`config.mk`:
```
export PLATFORM = sky130hd
export DESIGN_NAME = traffic_light_fsm
export DESIGN_NICKNAME = d
export VERILOG_FILES = /design/src/rtl/traffic_pkg.sv /design/src/rtl/dwell_timer.sv /design/src/rtl/traffic_light_fsm.sv
export SDC_FILE = /design/constraint.sdc
export NUM_CORES = 1
export LEC_CHECK = 0
export CORE_MARGIN = 4
export CORE_UTILIZATION = 40
export CTS_CLUSTER_DIAMETER = 80
export DETAILED_ROUTE_END_ITERATION = 6
export PLACE_DENSITY = 0.61
export SYNTH_ARGS = -nofsm -noshare
export SYNTH_HDL_FRONTEND = slang
export SYNTH_SLANG_ARGS = --single-unit
```
`constraint.sdc`:
```
create_clock -name clk -period 6.9 [get_ports clk]
set_input_delay 1.38 -clock clk [delete_from_list [all_inputs] [get_ports clk]]
set_output_delay 1.38 -clock clk [all_outputs]
set_load 0.02 [all_outputs]
```
`src/rtl/traffic_pkg.sv`:
```
// traffic_pkg: state codes, lamp encodings and widths shared by the intersection controller.
package traffic_pkg;
  localparam int STATE_W = 3;
  localparam int LIGHT_W = 2;
  typedef enum logic [STATE_W-1:0] {
    HG  = 3'd0,
    HY  = 3'd1,
    AR1 = 3'd2,
    FG  = 3'd3,
    FY  = 3'd4,
    AR2 = 3'd5
  } state_t;
  localparam logic [LIGHT_W-1:0] LIGHT_RED    = 2'b00;
  localparam logic [LIGHT_W-1:0] LIGHT_YELLOW = 2'b01;
  localparam logic [LIGHT_W-1:0] LIGHT_GREEN  = 2'b10;
endpackage

```
`src/rtl/dwell_timer.sv`:
```
// dwell_timer: tick-paced saturating counter, cleared whenever the controller changes state.
module dwell_timer #(
  parameter int CNT_W = 8
) (
  input  logic             clk,
  input  logic             reset,
  input  logic             clr,
  input  logic             tick,
  output logic [CNT_W-1:0] count
);
  always_ff @(posedge clk)
    if (!reset || clr) count <= '0;
    else if (tick && count != '1) count <= count + CNT_W'(1);
endmodule

```
`src/rtl/traffic_light_fsm.sv`:
```
// traffic_light_fsm: highway/farm-road Moore controller with dwell timer and sticky farm request.
module traffic_light_fsm
  import traffic_pkg::*;
#(
  parameter int GREEN_MIN   = 4,
  parameter int YELLOW_TIME = 2,
  parameter int ALLRED_TIME = 1,
  parameter int FG_MIN      = 2,
  parameter int FG_MAX      = 5,
  parameter int CNT_W       = 8
) (
  input  logic               clk,
  input  logic               reset,
  input  logic               tick,
  input  logic               car_sense,
  output logic [LIGHT_W-1:0] hwy_light,
  output logic [LIGHT_W-1:0] farm_light,
  output logic [STATE_W-1:0] state,
  output logic               farm_req
);
  localparam logic [CNT_W-1:0] T_GREEN  = CNT_W'(GREEN_MIN - 1);
  localparam logic [CNT_W-1:0] T_YELLOW = CNT_W'(YELLOW_TIME - 1);
  localparam logic [CNT_W-1:0] T_ALLRED = CNT_W'(ALLRED_TIME - 1);
  localparam logic [CNT_W-1:0] T_FG_MIN = CNT_W'(FG_MIN - 1);
  localparam logic [CNT_W-1:0] T_FG_MAX = CNT_W'(FG_MAX - 1);
  state_t state_q, state_d;
  logic [CNT_W-1:0] t;
  dwell_timer #(.CNT_W(CNT_W)) u_timer (
    .clk   (clk),
    .reset (reset),
    .clr   (state_d != state_q),
    .tick  (tick),
    .count (t)
  );
  // entering FG serves the request, so the clear beats a same-edge set
  always_ff @(posedge clk)
    if (!reset) begin
      state_q  <= HG;
      farm_req <= 1'b0;
    end else begin
      state_q  <= state_d;
      farm_req <= (state_d == FG && state_q != FG) ? 1'b0 : farm_req | (car_sense && state_q != FG);
    end
  always_comb begin
    state_d    = state_q;
    hwy_light  = LIGHT_RED;
    farm_light = LIGHT_RED;
    case (state_q)
      HG: begin
        hwy_light = LIGHT_GREEN;
        state_d   = (tick && t >= T_GREEN && farm_req) ? HY : HG;
      end
      HY: begin
        hwy_light = LIGHT_YELLOW;
        state_d   = (tick && t == T_YELLOW) ? AR1 : HY;
      end
      AR1: state_d = (tick && t == T_ALLRED) ? FG : AR1;
      FG: begin
        farm_light = LIGHT_GREEN;
        state_d    = (tick && ((t >= T_FG_MIN && !car_sense) || t == T_FG_MAX)) ? FY : FG;
      end
      FY: begin
        farm_light = LIGHT_YELLOW;
        state_d    = (tick && t == T_YELLOW) ? AR2 : FY;
      end
      AR2: state_d = (tick && t == T_ALLRED) ? HG : AR2;
      default: state_d = HG;
    endcase
  end
  assign state = state_q;
endmodule

```
Yosys cells after proc, flatten, opt, wreduce, memory -nomap -nowiden. Cells that the tools add are included. Widths: inputs -> output; s select.

Flip-flop bits (word level): 12. Bits of input ports: 4. Output and inout bits: 8. Logic and storage cells: 44.

Add/sub/neg operators: 1. Order comparisons: 2. Equal/unequal tests: 11. Multiplexer cells: 9. Bitwise operators: 2. Reductions and logical operators: 16.

Operators by type and width (number): $pmux 3 s6 (1); $eq 3x2->1 const B (3); $logic_and 1x1->1 (9); $add 8x1->8 const B (1); $eq 8x1->1 const B (1); $eq 8x3->1 const B (1); $ge 8x1->1 const B (1); $ge 8x2->1 const B (1); $logic_not 8->1 (1); $ne 8x8->1 const B (1); $pmux 2 s2 (2); $eq 3x3->1 const B (2); $mux 3 (2); $eq 3x1->1 const B (1); $logic_not 3->1 (1); $mux 1 (3); $ne 3x2->1 const B (1); $ne 3x3->1 (1); $logic_not 1->1 (2); $logic_or 1x1->1 (2); $mux 2 (1); $reduce_or 2->1 (1); $not 1->1 (1); $or 1x1->1 (1).

Depth between registers and ports, before layout. Gate-level depths: netlist of run 1.

Word-level depth: 9. Gate-level depth with buffers: 7. Gate-level depth less buffers: 7.

Hierarchy. From an unflattened synthesis of run 1, not the netlist that was laid out.

Cell total of the unflattened synthesis: 97. Area total of the unflattened synthesis: 837.1 um2.

Modules (own cells, without submodules): dwell_timer (times used 1, cells each 46, area an instance 421.7 um2); traffic_light_fsm (times used 1, cells each 51, area an instance 415.4 um2).

Least setup slack after synthesis of run 1. OpenSTA, ideal clock, no wires.

Path kind: input to register. From: input tick. To: register u_timer.count[7]. Data arrival time: 2.565 ns. Setup slack: 4.217 ns. Stages on the path: 5. Buffers on the path: 1. Cells stage by stage: clkbuf_1 -> nand4_1 -> or4b_2 -> o21ai_0 -> nor2_1.

Word-level cells in the longest chain between the ends: 6. Elaborated cells between the ends (all ways): 15. Those cells by class: eq/ne: 1; mux: 7; reduce/logical: 7.

Ends and longest elaborated chain: start, declared (line traffic_light_fsm.sv:14) `input logic tick,`; $logic_and 1x1->1 (2 in series) (line traffic_light_fsm.sv:51) `state_d = (tick && t >= T_GREEN && farm_req) ? HY : HG;`; $mux 1 (line traffic_light_fsm.sv:51); $pmux 3 s6 (line traffic_light_fsm.sv:48) `case (state_q)`; $ne 3x3->1 (line traffic_light_fsm.sv:31) `.clr (state_d != state_q),`; $logic_or 1x1->1 (line dwell_timer.sv:12) `if (!reset || clr) count <= '0;`; end signal, assigned (line dwell_timer.sv:13) `else if (tick && count != '1) count <= count + CNT_W'(1);`; end, declared (line dwell_timer.sv:9) `output logic [CNT_W-1:0] count`.

Parallel ways exist; a longest one is shown, timed or not. A chain may end at the register's enable or synchronous reset.

Worst setup path after layout of run 1.
From: register state_q[2], in the netlist state[2]. To: output farm_light[0].

Word-level cells in the longest chain between the ends: 2. Elaborated cells between the ends (all ways): 3. Those cells by class: eq/ne: 2; mux: 1.

Ends and longest elaborated chain: start, declared (line traffic_light_fsm.sv:26) `state_t state_q, state_d;`; start signal, assigned (line traffic_light_fsm.sv:41) `state_q <= state_d;`; $eq 3x3->1 / $eq 3x2->1 (equally long branches) (line traffic_light_fsm.sv:48); $pmux 2 s2 (*) (line traffic_light_fsm.sv:48); end, declared (line traffic_light_fsm.sv:17) `output logic [LIGHT_W-1:0] farm_light,`.

Mark *: on every way between the ends. The rest lies on a longest branch, timed or not.

==> results of run 1 <==
kinds of logic after synthesis:
family	Yosys count
adder cells (fa/ha/maj)	4
flip-flops	12
AND/OR/NAND/NOR	46
AO/OA/AOI/OAI	21
XOR/XNOR	4
multiplexers	2
buffers and inverters	15
path summary, 6_finish.rpt:
| kind | to | start | slack [ns] | cells after the start |
|---|---|---|---|---|
| worst max-delay path | farm_light[0] | state[2] | 3.85 | 3 |
| worst min register to register | farm_req | farm_req | 0.55 | 2 |
| worst min-delay path | farm_req | farm_req | 0.55 | 2 |
| worst max register to register | u_timer.count[6] | u_timer.count[3] | 4.55 | 5 |
registers in the layout, indices dropped and copies added (netlist names):
register and cells:
farm_req 1, state 3, u_timer.count 8
through the flow:
step	instance area (sq um)	utilization [%]	hold slack [ns]	worst slack, ns	cells
6_report	950.9	48.97	0.5467	3.848	139
5_1_grt	950.9	48.97	0.5743	3.712	139
4_1_cts	950.9	48.97	0.5472	3.814	139
3_5_place_dp	914.6	47.10	0.5325	3.642	135
3_3_place_gp	914.6	47.10	0.5247	3.697	135
2_1_floorplan	815.8	-	0.4869	4.217	104
layer usage:
metal	GRT usage [%]	up-vias	wire length, um
met3	2.535	2	99
met1	21.05	333	922
li1	-	386	-
met4	3.830	0	10
met5	0	-	0
met2	23.97	18	822
cell usage in the layout, fill, tap and decap left out, types with 2 or more instances in the layout:
| cell type | netlist | final |
|---|---|---|
| o211ai_1 | 2 | 2 |
| xnor2_1 | 3 | 3 |
| ha_1 | 4 | 4 |
| a21oi_1 | 2 | 2 |
| nand4_1 | 4 | 4 |
| a211oi_1 | 2 | 2 |
| inv_1 | 8 | 8 |
| nor2_1 | 15 | 15 |
| nor3_1 | 3 | 3 |
| nand2_1 | 7 | 7 |
| nand3_1 | 3 | 3 |
| o21ai_0 | 4 | 4 |
| o31ai_1 | 2 | 2 |
| nand2b_1 | 2 | 2 |
| or4_1 | 2 | 2 |
| mux2i_1 | 2 | 2 |
| clkdlybuf4s50_1 | 0 | 11 |
| dfxtp_1 | 12 | 12 |
| clkbuf_4 | 0 | 3 |
power by group:
part / internal (uW) / total [uW] / switching [uW]
clock network: 32.0 / 56.7 / 24.7
registers: 71.1 / 73.6 / 2.49
logic: 9.20 / 21.4 / 12.2
total: 112 / 152 / 39.4
final cells by class:
class                   instances  area [sq um]  share of cell area, %
clock buffers                   4         36.28                  3.816
multi-input cells              77         500.5                  52.63
inverters                       8         30.03                  3.158
flip-flops and latches         12         240.2                  25.26
well taps                      27         33.78                  3.553
repair buffers                 11         110.1                  11.58
critical path, stage by stage (launching register included):
cell and delay (ns):
dfxtp_1 0.51, nand2b_1 0.15, nor2_1 0.13, clkdlybuf4s50_1 0.62
==> run_results.csv, run 1 <==
group,metric,value,unit
logic_synthesis,synthDominantCellAreaShare,29.45,%
logic_synthesis,synth_ff_type,"dfxtp_1",
cts,post_cts_buffers,0,
cts,cts.htree.levels,1,
floorplan,start_util,42.01,%
floorplan,dieHeight,53.16,um
logic_synthesis,ys_seq_elements,12,
logic_synthesis,synth_compound_area_share,18.87,%
timing,tns,0,ns
logic_synthesis,synthXorXnorAreaFrac,4.294,%
grt,grt_pass1_wl,3.208,mm
floorplan,rows,16,
timing,slew_viol_final,0,
route,drt-total-wl,1.853,mm
timing,min_period_over_period,44.23,%
grt,grt_usage,15.13,%
logic_synthesis,synthesis.nets,112,
cts,cts_hold_buffers,0,
cts,cts_tree,"yes",
worst_hold_path,holdCritPathClass,"flip-flop to flip-flop",
cts,clock-root-buffer,"clkbuf_4",
layout,nets,121,
cts,post_cts.resized_instances,0,
worst_setup_path,critPathKind,"flip-flop to output port",
power,power.density,159.5,nW/um^2
cts,clk_pin_slew_worst_paths,0.09,ns
timing,fin_worst_skew,0.009093,ns
floorplan,die_width,53.16,um
cts,cts-buffers-inserted,3,
layout,area_growth,16.56,%
logic_synthesis,avgSynthCellArea,7.844,sq um
worst_setup_path,cp.required,5.52,ns
logic_synthesis,synthArstFlopShare,0,%
grt,grt_pass1_vias,699,
timing,finalHoldViolCount,0,
route,first_pass_iters,4,
worst_setup_path,arrival,1.67,ns
cts,worstSkewPairLatency,0.27,ns
route,wl_per_cell,13.33,um
cts,cts.sinks,12,
power,total_power,151.7,uW
logic_synthesis,ys_seq_area_share,29.45,%
logic_synthesis,synth_edf_count,0,
power,power_leakage,0.0003611,uW
logic_synthesis,ys_warn_count,0,
place,hpwl,1.411,mm
logic_synthesis,synthCells,104,
timing,tightest_slew,0.5823,ns
power,peakVddDrop,0.1005,mV
route,viasPerCell,5.317,
logic_synthesis,syn_area,815.8,sq um
logic_synthesis,synth_simple_gate_area_share,29.60,%
logic_synthesis,synth_top_cells_by_count,"nor2_1 (15), dfxtp_1 (12), inv_1 (8)",
floorplan,ios,12,
worst_setup_path,start_kind,"flip-flop",
route,vias,739,
timing,slew_headroom,60.85,%
timing,clock.fmax,327.7,MHz
logic_synthesis,synth_area_leaders,"dfxtp_1 (29%), nor2_1 (6.9%), ha_1 (6.1%)",
status,outcome,"completed",
logic_synthesis,ys_types,41,
logic_synthesis,synth_top_family_by_area,"simple AND/OR/NAND/NOR gates",
place,gp_congestion,0.8682,
cts,clockBufferDepth,2,
floorplan,die-area,2826,sq um
layout,nFillCells,209,
timing,rsz0062_at_grt,"no",
logic_synthesis,synth-adder-area-share,6.135,%
place,port_buffers,11,
worst_setup_path,path_max_fanout,11,
timing,setup_viol,0,
timing,period_needed,3.052,ns
logic_synthesis,yosysMostFrequentCell,"nor2_1",
logic_synthesis,yosysTopAreaCell,"dfxtp_1",
route,antenna_left,0,
logic_synthesis,muxShareOfSynthArea,2.454,%
route,drt-initial-drc-count,17,
grt,grt_max_degree,12,
grt,antenna_found_initial,0,
grt,grt-ovfl-total,0,
layout,n_antenna_cell,0,
worst_setup_path,critPathCaptureType,"output port",
route,drc_errors,0,
floorplan,core_area,1942,sq um
run,cap_violations,0,
layout,layout-drive-gt1-share,7.143,%
Note: power is estimated with default switching activity, not from simulation.
==> run 2: changes to the inputs <==
Settings changed: PLACE_DENSITY 0.61 to 0.63.
Clock period 6.9 ns to 2.6 ns, I/O delays scaled along.
==> run 2 against run 1 <==
  * Core utilization is 0.39 points higher
  * First-iteration DRC count is 94% higher
  * Routed wire length is 2.7% lower
  * Sequential share of layout area is 0.20 points lower
  * Register-to-register slack worse by 4.3 ns
  * Cell count is 0.72% higher
  * Critical endpoint is now u_timer.count[6]
  * Largest power group unchanged
==> run_results.csv, run 2 (synthesized netlist as in run 1, its figures left out) <==
group,metric,value,unit
status,outcome,"completed",
worst_setup_path,critPathCaptureType,"flip-flop",
timing,min_period_over_period,88.87,%
timing,setup_viol,0,
layout,multi_input_area,500.5,sq um
route,drt-total-wl,1.803,mm
grt,grt_max_degree,12,
layout,largest_reg_flops,8,
worst_setup_path,path_cells,"or4_1, or3_1, o211a_1, a311o_2, a211oi_2",
grt,grt_pass1_vias,719,
cts,post_cts_buffers,0,
cts,clock-root-buffer,"clkbuf_4",
timing,slew_headroom,64.76,%
power,power_leakage,0.0003659,uW
cts,cts_hold_buffers,0,
timing,clock.fmax,432.8,MHz
power,total_power,401.5,uW
timing,rsz0062_at_grt,"no",
floorplan,dieHeight,53.16,um
timing,finalHoldViolCount,0,
layout,ff_latch_area,240.2,sq um
worst_setup_path,cp.required,2.79,ns
timing,tns,0,ns
layout,stdcell_count,140,
worst_setup_path,critPathKind,"flip-flop to flip-flop",
worst_setup_path,critPathMaxStageDelay,0.62,ns
layout,nFillCells,204,
place,gp_congestion,0.9017,
floorplan,die-area,2826,sq um
cts,post_cts.resized_instances,0,
cts,cts_tree,"yes",
layout,layout_common_cells,"nor2_1 (15), dfxtp_1 (12), clkdlybuf4s50_1 (11), inv_1 (8), nand2_1 (7)",
grt,grt_usage,13.94,%
floorplan,rows,16,
worst_setup_path,cpMaxStageDelayCell,"or4_1",
layout,nets,122,
worst_setup_path,arrival,2.50,ns
cts,cts.htree.levels,1,
layout,final_area,958.4,sq um
place,dp_cells,136,
cts,clk_pin_slew_worst_paths,0.08,ns
worst_setup_path,start_kind,"flip-flop",
timing,tightest_slew,0.5242,ns
cts,clockBufferDepth,2,
route,wl_per_cell,12.88,um
worst_setup_path,path_max_fanout,8,
worst_hold_path,holdCritPathClass,"flip-flop to flip-flop",
cts,worstSkewPairLatency,0.27,ns
run,cap_violations,0,
layout,area_growth,17.48,%
grt,antenna_found_initial,0,
layout,layout-drive-gt1-share,7.965,%
grt,grt-ovfl-total,0,
route,drc_errors,0,
floorplan,die_width,53.16,um
timing,fin_worst_skew,0.0005792,ns
route,vias,765,
route,drt-initial-drc-count,33,
power,peakVddDrop,0.2443,mV
place,hpwl,1.341,mm
layout,n_antenna_cell,0,
timing,slew_viol_final,0,
grt,grt_pass1_wl,2.904,mm
layout,top_register,"u_timer.count",
cts,cts.sinks,12,
timing,period_needed,2.311,ns
place,port_buffers,11,
place,place_area,922.1,sq um
floorplan,core_area,1942,sq um
route,first_pass_iters,4,
route,antenna_left,0,
layout,final_common_cell,"nor2_1",
cts,cts-buffers-inserted,3,
floorplan,ios,12,
route,viasPerCell,5.464,
power,power.density,418.9,nW/um^2
layout,fin_util,49.36,%
floorplan,start_util,42.01,%
run 2: cell types whose count changed in the layout (fill, tap and decap cells not counted), sizes merged:
cell and change:
buf +1
run 2: through the flow:
step | setup slack, ns | hold slack, ns
floorplan | 0.4292 | 0.4869
global placement | 0.2651 | 0.5084
detailed placement | 0.2784 | 0.5178
CTS | 0.2948 | 0.5297
global route | 0.2029 | 0.5624
finish | 0.2893 | 0.5276
run 2: layout make-up:
type / instances / share of cell area [%]
tap: 27 / 3.525
timing repair buffer: 12 / 12.27
inverter: 8 / 3.133
clock buffer: 4 / 3.786
sequential: 12 / 25.07
multi-input combinational: 77 / 52.22
run 2: layer usage:
metal	routed length [um]	global-route usage (%)	vias up	share of wire, %
met4	0	10.64	0	0
met2	827	21.07	35	46
li1	-	-	386	-
met1	872	17.09	344	48
met3	103	2.817	0	5.7
met5	0	0	-	0
run 2: power breakdown:
part	total (uW)	leakage (uW)	switching, uW	internal [uW]
sequential	195	0.0000974	6.45	189
clock	148	0.0000210	63.5	85.0
combinational	57.9	0.000248	32.5	25.4
run 2: path summary, 6_finish.rpt:
path / start / to / slack (ns) / depth (start not counted)
hold reg to reg: u_timer.count[6] / u_timer.count[6] / 0.53 / 2
hold / removal: u_timer.count[6] / u_timer.count[6] / 0.53 / 2
setup reg to reg: u_timer.count[3] / u_timer.count[6] / 0.29 / 5
setup / recovery: u_timer.count[3] / u_timer.count[6] / 0.29 / 5
run 2: critical path, delay by kind of cell, from the launching register on:
kind            cells  cell delay, ns
flops               1            0.36
compound gates      3            0.88
simple gates        2            0.99
